--- config.mk ---
export PLATFORM = sky130hd
export DESIGN_NAME = last_ring_buffer
export DESIGN_NICKNAME = d
export VERILOG_FILES = /design/src/rtl/vrsm_pkg.sv /design/src/rtl/last_ring_buffer.sv
export SDC_FILE = /design/constraint.sdc
export NUM_CORES = 1
export LEC_CHECK = 0
export CORE_MARGIN = 2
export CORE_UTILIZATION = 25
export DETAILED_ROUTE_END_ITERATION = 16
export GPL_TIMING_DRIVEN = 0
export PLACE_DENSITY = 0.48
export SLEW_MARGIN = 10
export SYNTH_ARGS = -nofsm -noshare
export SYNTH_HDL_FRONTEND = slang
export SYNTH_SLANG_ARGS = --single-unit
export TNS_END_PERCENT = 30
--- constraint.sdc ---
create_clock -name clk -period 12.45 [get_ports clk]
set_input_delay 1.245 -clock clk [delete_from_list [all_inputs] [get_ports clk]]
set_output_delay 1.245 -clock clk [all_outputs]
set_load 0.05 [all_outputs]
--- src/rtl/vrsm_pkg.sv ---
// Shared defaults for the ring-buffer family (first_ring_buffer, last_ring_buffer).
// Holds the default word width, lane count, burst length and the derived depth.
package vrsm_pkg;

  localparam int unsigned DefDataWidth   = 32;
  localparam int unsigned DefNumLane     = 2;
  localparam int unsigned DefBurstLength = 8;
  // Ring depth in words; must be a power of two so pointers wrap naturally.
  localparam int unsigned DefDepth       = DefNumLane * DefBurstLength;

endpackage

--- src/rtl/last_ring_buffer.sv ---
// last_ring_buffer: single-word write, NUM_LANE-word parallel read ring buffer.
// Reads pop a group of NUM_LANE words (lane 0 = oldest) into a registered output.
// Every BURST_LENGTH-th accepted read is flagged with a one-cycle burst_done pulse.
//
// Ports:
//   clk        - clock, all state on rising edge
//   rst        - asynchronous active-high reset
//   wen, din   - write request and word (dropped when full)
//   ren        - read request (ignored when fewer than NUM_LANE words stored)
//   dout       - registered read group, lane 0 holds the oldest word
//   valid      - dout holds a group popped on the previous edge
//   full/empty - combinational decodes of count
//   count      - words currently stored
//   burst_done - pulse coincident with the valid of the last group of a burst
module last_ring_buffer
  import vrsm_pkg::*;
#(
  parameter int unsigned DATA_WIDTH   = DefDataWidth,
  parameter int unsigned NUM_LANE     = DefNumLane,
  parameter int unsigned BURST_LENGTH = DefBurstLength,
  localparam int unsigned DEPTH       = NUM_LANE * BURST_LENGTH,
  localparam int unsigned CNT_W       = $clog2(DEPTH) + 1
) (
  input  logic                                clk,
  input  logic                                rst,
  input  logic                                wen,
  input  logic [DATA_WIDTH-1:0]               din,
  input  logic                                ren,
  output logic [NUM_LANE-1:0][DATA_WIDTH-1:0] dout,
  output logic                                valid,
  output logic                                full,
  output logic                                empty,
  output logic [CNT_W-1:0]                    count,
  output logic                                burst_done
);

  localparam int unsigned PTR_W = $clog2(DEPTH);
  localparam int unsigned BC_W  = (BURST_LENGTH > 1) ? $clog2(BURST_LENGTH) : 1;

  logic [DATA_WIDTH-1:0] r_mem [DEPTH];
  logic [PTR_W-1:0]      r_wptr;
  logic [PTR_W-1:0]      r_rptr;
  logic [CNT_W-1:0]      r_count;
  logic [BC_W-1:0]       r_burst_cnt;

  logic                                w_wr_acc;
  logic                                w_rd_acc;
  logic                                w_burst_last;
  logic [CNT_W-1:0]                    w_count_next;
  logic [NUM_LANE-1:0][DATA_WIDTH-1:0] w_rd_group;

  assign count = r_count;
  assign full  = (r_count == CNT_W'(DEPTH));
  assign empty = (r_count == '0);

  // Acceptance uses pre-edge count, so a write while full is dropped even if
  // a read frees space on the same edge.
  assign w_wr_acc     = wen & ~full;
  assign w_rd_acc     = ren & (r_count >= CNT_W'(NUM_LANE));
  assign w_burst_last = (r_burst_cnt == BC_W'(BURST_LENGTH - 1));

  // Pointer arithmetic wraps modulo DEPTH through the PTR_W-bit width.
  always_comb begin
    for (int i = 0; i < NUM_LANE; i++) begin
      w_rd_group[i] = r_mem[r_rptr + PTR_W'(i)];
    end
  end

  always_comb begin
    w_count_next = r_count;
    if (w_wr_acc) w_count_next = w_count_next + CNT_W'(1);
    if (w_rd_acc) w_count_next = w_count_next - CNT_W'(NUM_LANE);
  end

  // Storage is not reset; only pointers and count define what is held.
  // The written slot is never among the slots being read, so a same-edge
  // write cannot leak into the group being popped.
  always_ff @(posedge clk) begin
    if (w_wr_acc && !rst) begin
      r_mem[r_wptr] <= din;
    end
  end

  always_ff @(posedge clk or posedge rst) begin
    if (rst) begin
      r_wptr      <= '0;
      r_rptr      <= '0;
      r_count     <= '0;
      r_burst_cnt <= '0;
      dout        <= '0;
      valid       <= 1'b0;
      burst_done  <= 1'b0;
    end else begin
      r_count <= w_count_next;
      if (w_wr_acc) begin
        r_wptr <= r_wptr + PTR_W'(1);
      end
      if (w_rd_acc) begin
        r_rptr      <= r_rptr + PTR_W'(NUM_LANE);
        dout        <= w_rd_group;
        valid       <= 1'b1;
        burst_done  <= w_burst_last;
        r_burst_cnt <= w_burst_last ? '0 : r_burst_cnt + BC_W'(1);
      end else begin
        valid      <= 1'b0;
        burst_done <= 1'b0;
      end
    end
  end

endmodule

==> results list, run 1 <==
* Status: finished, final reports clean
* Io pins: between 100 and 150
* Peak clock frequency supported by timing: 271.6 MHz
- The first global-routing pass estimated ~84 mm of wire.
- Fraction of the yosys area taken by sequential cells: 0.7798
* Area inside the core boundary: 88370 sq um
* Share of power burned in combinational logic: 0.322
- Post-route DRC: 0
* MaxCap Viol Count: 0
* Post-route clock period utilization: 0.2957
- Filler Cell Count: 8583
- Total Die Area: a little over 90000 sq um
- Yosys warning count: 0
- Cell internal power was estimated by the tool at around 4.2 mW.
- For this run, the post-layout net count is 1304.
- Setup violations remaining at the end of the flow were counted as 0.
- Min Clock Period, post-route: 3.682 ns
* Iteration-0 DRC Markers: approximately 800
- Of the total power, the clock network draws 0.284.
- For this run, the detailed router's first-pass iteration total came to 4.
* Post-DR wirelength/cell: roughly 24 um
* Fin Clk Skew: roughly 0.021 ns
* Clock tree from TritonCTS: done
- Class of the worst hold path: flip-flop to flip-flop
- Buffers added to address setup during post-CTS repair amount to 0.
- Number of routed nets with antenna violations: 0
* Number of standard cells after synthesis: ~1100
- Via count of the routed design: 10790
- Area delta synth->final: 23.29%
* Clk_lat worst skew: roughly 0.63 ns
- The synthesized design contains a little under 600 register bits.
* Buffer levels on the longest clock path: 3
- Leakage: 9.069 nW
- Data required time of the critical path: between 10 and 15 ns
- Counting every net in the synthesized netlist gives roughly 1100.
- In the final layout, the share of cells above drive strength 1 is 0.2341.
- Vias in the first global route: approximately 11000
- Counting every sink on the clock net gives 593.
* Global-route total usage across every layer: 0.1299
- Number of distinct library cells after synthesis: 29
* Final count of pins violating max slew: 0
- Slowest cell on the critical path: sky130_fd_sc_hd__clkdlybuf4s50_1
- Setup ws final: between 8 and 9 ns
- A synthesized cell averages 21.25 sq um.
- For the worst setup path, the data arrival time is 2.44 ns.
* Actual transition at the worst max-transition pin: just under 1 ns
- Setup repair after global routing missed its margin: false
- The number of antenna violations at the first check in global routing was 3.
- In this run the worst path has a maximum fanout of 4.
- Buffers added on ports: 108
- Measured along the x axis, the die boundary spans 302.8 um.
* Worst path max stage delay: 0.81 ns
- Worst-case headroom to the max-slew limit: 0.3435
* Placed Cells incl. Taps: ~2400
- Of the total power, the share spent switching nets is 0.3345.
- Critical path's top delay family: buffers and inverters
- Summed over all nets, the switching power comes to approximately 2.1 mW.
- Cell chain of the critical path: inv_1 > ha_1 > and4bb_2 > clkdlybuf4s50_1
- The clock tree synthesis step divided the H-tree into 2 levels.
- In this run the power density over the cells is approximately 230 nW/um^2.
* Final total negative setup slack: 0 ns
- Critical path launch point type: flip-flop
- Count of placed standard cells in the final layout, fillers left out: roughly 2500
- Of the total power, registers draw 0.394.
- Pin count of the biggest net entering global routing: 43
* Via count normalized by instance count: around 4.4
* Effective utilization at floorplan: 0.2525
- Overall routed net length: about 60 mm
* GRT overflow: 0
- CTS Buf Count: 61
* Number of placement rows: between 100 and 150
- The critical path is of the flip-flop to output pin type.
- Resize count post-CTS: 0
- The number of antenna diodes in the final layout is 0.
* GP Congestion: 0.6896
* Crit end category: output pin
- Chip Height: between 300 and 400 um
* Worst setup slack after placement: between 8 and 9 ns
- Half-perimeter wire length after placement: about 40 mm
* Clock-pin transition on the worst setup and hold timing paths: around 0.07 ns
- The final count of hold timing violations was 0.
- The worst-case IR drop observed on VDD is 0.0001278 V.
- Number of buffers inserted for hold repair after clock tree synthesis: 0
- Final design utilization: 0.3113
- Post-synth design cell area: 22320 sq um
* Buffer type at the clock tree root: sky130_fd_sc_hd__clkbuf_16
- The critical path contains buffers and inverters numbering 2 combined.
-- final timing paths --
path / start / endpoint / slack [ns] / depth (start not counted)
setup / recovery: count[0]$_DFFE_PP0N_ / full / 8.77 / 4
hold / removal: dout[59]$_DFFE_PP0P_ / dout[59]$_DFFE_PP0P_ / 0.48 / 2
setup reg to reg: count[1]$_DFF_PP0_ / r_mem[3][10]$_DFFE_PP_ / 9.11 / 9
hold reg to reg: dout[59]$_DFFE_PP0P_ / dout[59]$_DFFE_PP0P_ / 0.48 / 2
max in group asynchronous: rst / dout[7]$_DFFE_PP0P_ / 10.66 / 3
min in group asynchronous: rst / count[0]$_DFFE_PP0N_ / 1.11 / 2
-- metal layers --
metal | share of wire | GRT usage
met1 | 0.45 | 0.1779
met2 | 0.49 | 0.2130
met3 | 0.045 | 0.02413
met4 | 0.020 | 0.03308
met5 | 0.00039 | 0
-- Yosys cell counts --
| cell type | n | area share |
|---|---|---|
| sky130_fd_sc_hd__mux4_2 | 128 | 0.13 |
| sky130_fd_sc_hd__o21ai_1 | 12 | 0.0027 |
| sky130_fd_sc_hd__a21o_1 | 1 | 0.00034 |
| sky130_fd_sc_hd__nand2b_1 | 3 | 0.00084 |
| sky130_fd_sc_hd__and4bb_2 | 1 | 0.00056 |
| sky130_fd_sc_hd__ha_1 | 11 | 0.0062 |
| sky130_fd_sc_hd__inv_2 | 1 | 0.00017 |
| sky130_fd_sc_hd__buf_1 | 3 | 0.00050 |
| sky130_fd_sc_hd__mux2i_1 | 66 | 0.030 |
| sky130_fd_sc_hd__and2_1 | 1 | 0.00028 |
| sky130_fd_sc_hd__dfrtp_1 | 81 | 0.091 |
| sky130_fd_sc_hd__clkbuf_2 | 1 | 0.00022 |
| sky130_fd_sc_hd__edfxtp_1 | 512 | 0.69 |
| sky130_fd_sc_hd__xnor2_1 | 9 | 0.0035 |
| sky130_fd_sc_hd__or3_1 | 1 | 0.00028 |
| sky130_fd_sc_hd__o21ai_0 | 53 | 0.012 |
| sky130_fd_sc_hd__buf_6 | 2 | 0.0010 |
| sky130_fd_sc_hd__xor2_1 | 2 | 0.00079 |
| sky130_fd_sc_hd__nor3_1 | 6 | 0.0013 |
| sky130_fd_sc_hd__buf_4 | 11 | 0.0037 |
| sky130_fd_sc_hd__a21oi_1 | 1 | 0.00022 |
| sky130_fd_sc_hd__nand2_1 | 83 | 0.014 |
| sky130_fd_sc_hd__buf_2 | 23 | 0.0052 |
| sky130_fd_sc_hd__clkbuf_1 | 12 | 0.0020 |
| sky130_fd_sc_hd__inv_1 | 6 | 0.0010 |
| sky130_fd_sc_hd__o31ai_4 | 1 | 0.00095 |
| sky130_fd_sc_hd__nand4_1 | 4 | 0.0011 |
| sky130_fd_sc_hd__nor2_1 | 14 | 0.0024 |
| sky130_fd_sc_hd__nor2b_1 | 1 | 0.00028 |
-- worst min-delay path: stages (launching register included) --
cell                      delay (ns)
sky130_fd_sc_hd__dfrtp_1        0.34
sky130_fd_sc_hd__nand2_1        0.05
sky130_fd_sc_hd__o21ai_0        0.06
-- flip-flops by register name, indices dropped and copies added (netlist names) --
signal	cells
r_mem	512
count	5
valid	1
r_wptr	4
burst_done	1
r_rptr	3
r_burst_cnt	3
dout	64
-- cells in the final DEF (no fill, tap or decap), types with 6 or more instances in the layout --
master	synthesis	final
sky130_fd_sc_hd__clkbuf_16	0	61
sky130_fd_sc_hd__buf_12	0	8
sky130_fd_sc_hd__buf_4	11	25
sky130_fd_sc_hd__ha_1	11	11
sky130_fd_sc_hd__clkdlybuf4s50_1	0	108
sky130_fd_sc_hd__clkbuf_1	12	35
sky130_fd_sc_hd__buf_16	0	10
sky130_fd_sc_hd__clkinv_1	0	6
sky130_fd_sc_hd__mux2i_1	66	66
sky130_fd_sc_hd__buf_2	23	23
sky130_fd_sc_hd__clkinv_2	0	10
sky130_fd_sc_hd__nand2_1	83	83
sky130_fd_sc_hd__nor2_4	0	12
sky130_fd_sc_hd__mux4_2	128	128
sky130_fd_sc_hd__edfxtp_1	512	512
sky130_fd_sc_hd__o21ai_1	12	12
sky130_fd_sc_hd__xnor2_1	9	9
sky130_fd_sc_hd__o21ai_0	53	53
sky130_fd_sc_hd__dfrtp_1	81	81
sky130_fd_sc_hd__bufinv_16	0	6
-- stage by stage --
stage | power (mW) | hold WS (ns) | area [sq um]
2_1_floorplan | 3.864 | 0.4494 | 22320
5_1_grt | 6.666 | 0.5077 | 27510
6_report | 6.369 | 0.4800 | 27510
3_3_place_gp | 4.583 | 0.4702 | 24850
3_5_place_dp | 4.659 | 0.4731 | 25560
4_1_cts | 6.480 | 0.4874 | 27510
-- cells by family (layout without fill, tap and decap cells) --
logic type,Yosys count,after routing,synth area share
AO/OA/AOI/OAI,68,68,0.01609
XOR/XNOR,11,11,0.004318
adder cells (fa/ha/maj),11,11,0.006168
buffers and inverters,59,316,0.01379
flip-flops,593,593,0.7798
multiplexers,194,194,0.1588
AND/OR/NAND/NOR,114,114,0.02103
-- final cells by class --
type	instances	area, sq um	share of cell area
buffer	52	282.8	0.01028
clock buffer	89	1682	0.06112
clock inverter	24	270.3	0.009824
inverter	7	31.28	0.001137
multi-input combinational	398	4716	0.1714
sequential	593	17400	0.6325
tap	1165	1458	0.05298
timing repair buffer	144	1670	0.06071
-- power groups by stage --
stage / clock network, mW / registers, mW / logic, mW
floorplan: 0 / 2.90 / 0.969
global placement: 0 / 2.56 / 2.02
detailed placement: 0 / 2.55 / 2.10
CTS: 1.86 / 2.52 / 2.11
global route: 1.93 / 2.53 / 2.20
finish: 1.81 / 2.51 / 2.05
(Power assumes the default switching activity.)
==> inputs of run 2 (changes only) <==
Settings changed: PLACE_DENSITY 0.48 to 0.49.
Clock period 12.45 ns to 3.3 ns, I/O delays scaled along.
==> results list, run 2 (synthesis results as in run 1) <==
* Status: finished, final reports clean
- MaxCap Viol Count: 0
- Buffers added on ports: approximately 110
- Global-route wire length before repair: between 80 and 90 mm
- Fraction of final layout cells sized beyond drive strength 1: 0.2309
- Setup violations remaining at the end of the flow were counted as 0.
* Post-route clock period utilization: 0.9318
- The number of global-route vias before repair came to around 11000.
- Most flops, register: r_mem
- Clock tree from TritonCTS: done
- Clk_lat worst skew: approximately 0.62 ns
- The worst path needs between 3 and 4 ns of the cycle, external delays included.
- Most common cell after layout, fill and taps aside: sky130_fd_sc_hd__edfxtp_1
- Power Density: around 870 nW/um^2
- Crit end category: flip-flop
- After the first detailed-routing iteration, the DRC count stood at 962.
- The floorplan step defined a core boundary enclosing slightly below 90000 sq um.
* Net count reported at finish: between 1000 and 1500
- Setup slack on the critical path of the routed design comes to about 0.22 ns.
* Footprint of the multi-input gates: between 4000 and 5000 sq um
- Overall routed net length: between 50 and 60 mm
* Final count of pins violating max slew: 0
* Total Die Area: between 90000 and 100000 sq um
- Global-route total usage across every layer: 0.1276
* Worst-case headroom to the max-slew limit: 0.2816
* Buffer type at the clock tree root: sky130_fd_sc_hd__clkbuf_16
* Start-to-end type of the worst setup path: flip-flop to flip-flop
- Arrival time reported for the critical path endpoint: between 3 and 4 ns
- Class of the worst hold path: input pin to async pin
- Worst Reg-to-Reg Cells: 8
- Final design utilization: 0.3121
* Buffer levels on the longest clock path: 3
- Data required time of the critical path: roughly 3.6 ns
- Effective utilization at floorplan: 0.2525
- Antenna violations before repair: 3
- Number of endpoints with negative hold slack in the final report: 0
- Detailed placement finished with a half-perimeter wire length of roughly 39 mm.
* Number of routed nets with antenna violations: 0
- Between clock sinks in the finished design, the worst skew comes to roughly 0.017 ns.
- Entering global routing, the biggest net connects 46 pins.
- After detailed routing, the average wire length per cell comes to ~24 um.
* Filler Cell Count: 8609
- Cell chain of the critical path: inv_1 > ha_1 > and4bb_2 > nand2b_1 > nor2_1 > nand2_1 > nor2_4 > buf_12
- The number of clock buffers added by TritonCTS is between 50 and 60.
- Area delta synth->final: 23.60%
* Worst setup slack after placement: between 0.03 and 0.04 ns
- Clock-pin slew was measured on the worst setup and hold paths at 0.06 ns.
- Die width: slightly above 300 um
* Slowest cell on the critical path: sky130_fd_sc_hd__nor2_4
* Number of H-tree branching levels: 2
- Critical path launch point type: flip-flop
* Io pins: 109
- The congestion estimate from routability-driven global placement came to slightly below 0.7.
* Commonest cells after routing, fill and taps aside: sky130_fd_sc_hd__edfxtp_1, sky130_fd_sc_hd__mux4_2, sky130_fd_sc_hd__clkdlybuf4s50_1, sky130_fd_sc_hd__nand2_1, sky130_fd_sc_hd__dfrtp_1
- Via count of the routed design: ~11000
* Max FFs per register: about 510
* Via count normalized by instance count: between 4 and 5
* Chip Height: 302.8 um
- Highest ir drop seen on vdd: approximately 0.00056 V
- Setup repair after global routing missed its margin: false
- Number of detailed-route iterations in the first pass: 5
* Peak clock frequency supported by timing: about 330 MHz
* Leakage: between 9 and 10 nW
* Worst path max stage delay: around 0.73 ns
* Number of sinks handled by clock tree synthesis: 593
- Setup slack on the worst reg-to-reg path comes out at between 0.2 and 0.25 ns.
- CP max FO: 17
* Actual transition at the worst max-transition pin: about 1.1 ns
* GRT overflow: 0
- Post-route DRC: 0
- Number of placement rows: 109
- Total area of sequential cells: approximately 17000 sq um
run 2: changes by cell type in the layout (fill, tap and decap cells not counted), sizes merged:
| cell | previous run | this run |
|---|---|---|
| clkbuf | 103 | 84 |
| clkinv | 16 | 30 |
| buf | 74 | 68 |
| bufinv | 6 | 8 |
| clkinvlp | 0 | 2 |
| diode | 0 | 1 |
| inv | 9 | 8 |
run 2: metrics by stage:
stage          cells  power (mW)  hold WS (ns)  setup TNS, ns  instance area (sq um)
2_1_floorplan   1050       14.58        0.4289        -179.69                  22340
3_3_place_gp    2323       17.29        0.4687       -1102.66                  24870
3_5_place_dp    2351       17.56        0.4735              0                  25600
4_1_cts         2463       24.46        0.2307              0                  27570
5_1_grt         2464       25.14        0.2306              0                  27580
6_report        2465       24.04        0.1839              0                  27580
run 2: power breakdown:
group | total (mW) | internal, mW | switching (mW)
combinational | 7.76 | 3.04 | 4.72
sequential | 9.44 | 8.97 | 0.466
clock | 6.84 | 3.99 | 2.86
total | 24.0 | 16.0 | 8.04
run 2: critical path: cells and delay by family (launching register included):
kind	cells	cell delay (ns)
fa+ha+maj	1	0.19
buf+inv	2	0.35
flops	1	0.48
simple gates	5	1.69
run 2: routing by layer:
metal	track usage	wire length, um
met3	0.02263	3031
met4	0.03296	1139
met5	0	16
met1	0.1711	25190
met2	0.2142	28630
run 2: path summary, 6_finish.rpt:
| check | from | to |
|---|---|---|
| max reg2reg | count[1]$_DFF_PP0_ | r_mem[4][18]$_DFFE_PP_ |
| min reg2reg | dout[3]$_DFFE_PP0P_ | dout[3]$_DFFE_PP0P_ |
| max | count[1]$_DFF_PP0_ | r_mem[4][18]$_DFFE_PP_ |
| min in group clk | dout[3]$_DFFE_PP0P_ | dout[3]$_DFFE_PP0P_ |
| min | rst | r_wptr[2]$_DFFE_PP0N_ |
| max in group asynchronous | rst | dout[37]$_DFFE_PP0P_ |
run 2: timing repair:
action | 4_1_cts | 5_1_grt
buffers inserted | 0 | 1
setup endpoints to repair | 0 | 11
endpoints found under the hold margin | 0 | 0
resized for setup | 0 | 0
hold buffers | 0 | 0
run 2: cell type report:
cell class	count	area share
antenna	1	0.00009073
buffer	52	0.01021
clock buffer	71	0.05666
clock inverter	41	0.01465
inverter	7	0.001134
multi-input combinational	398	0.1719
sequential	593	0.6309
tap	1165	0.05285
timing repair buffer	137	0.06160
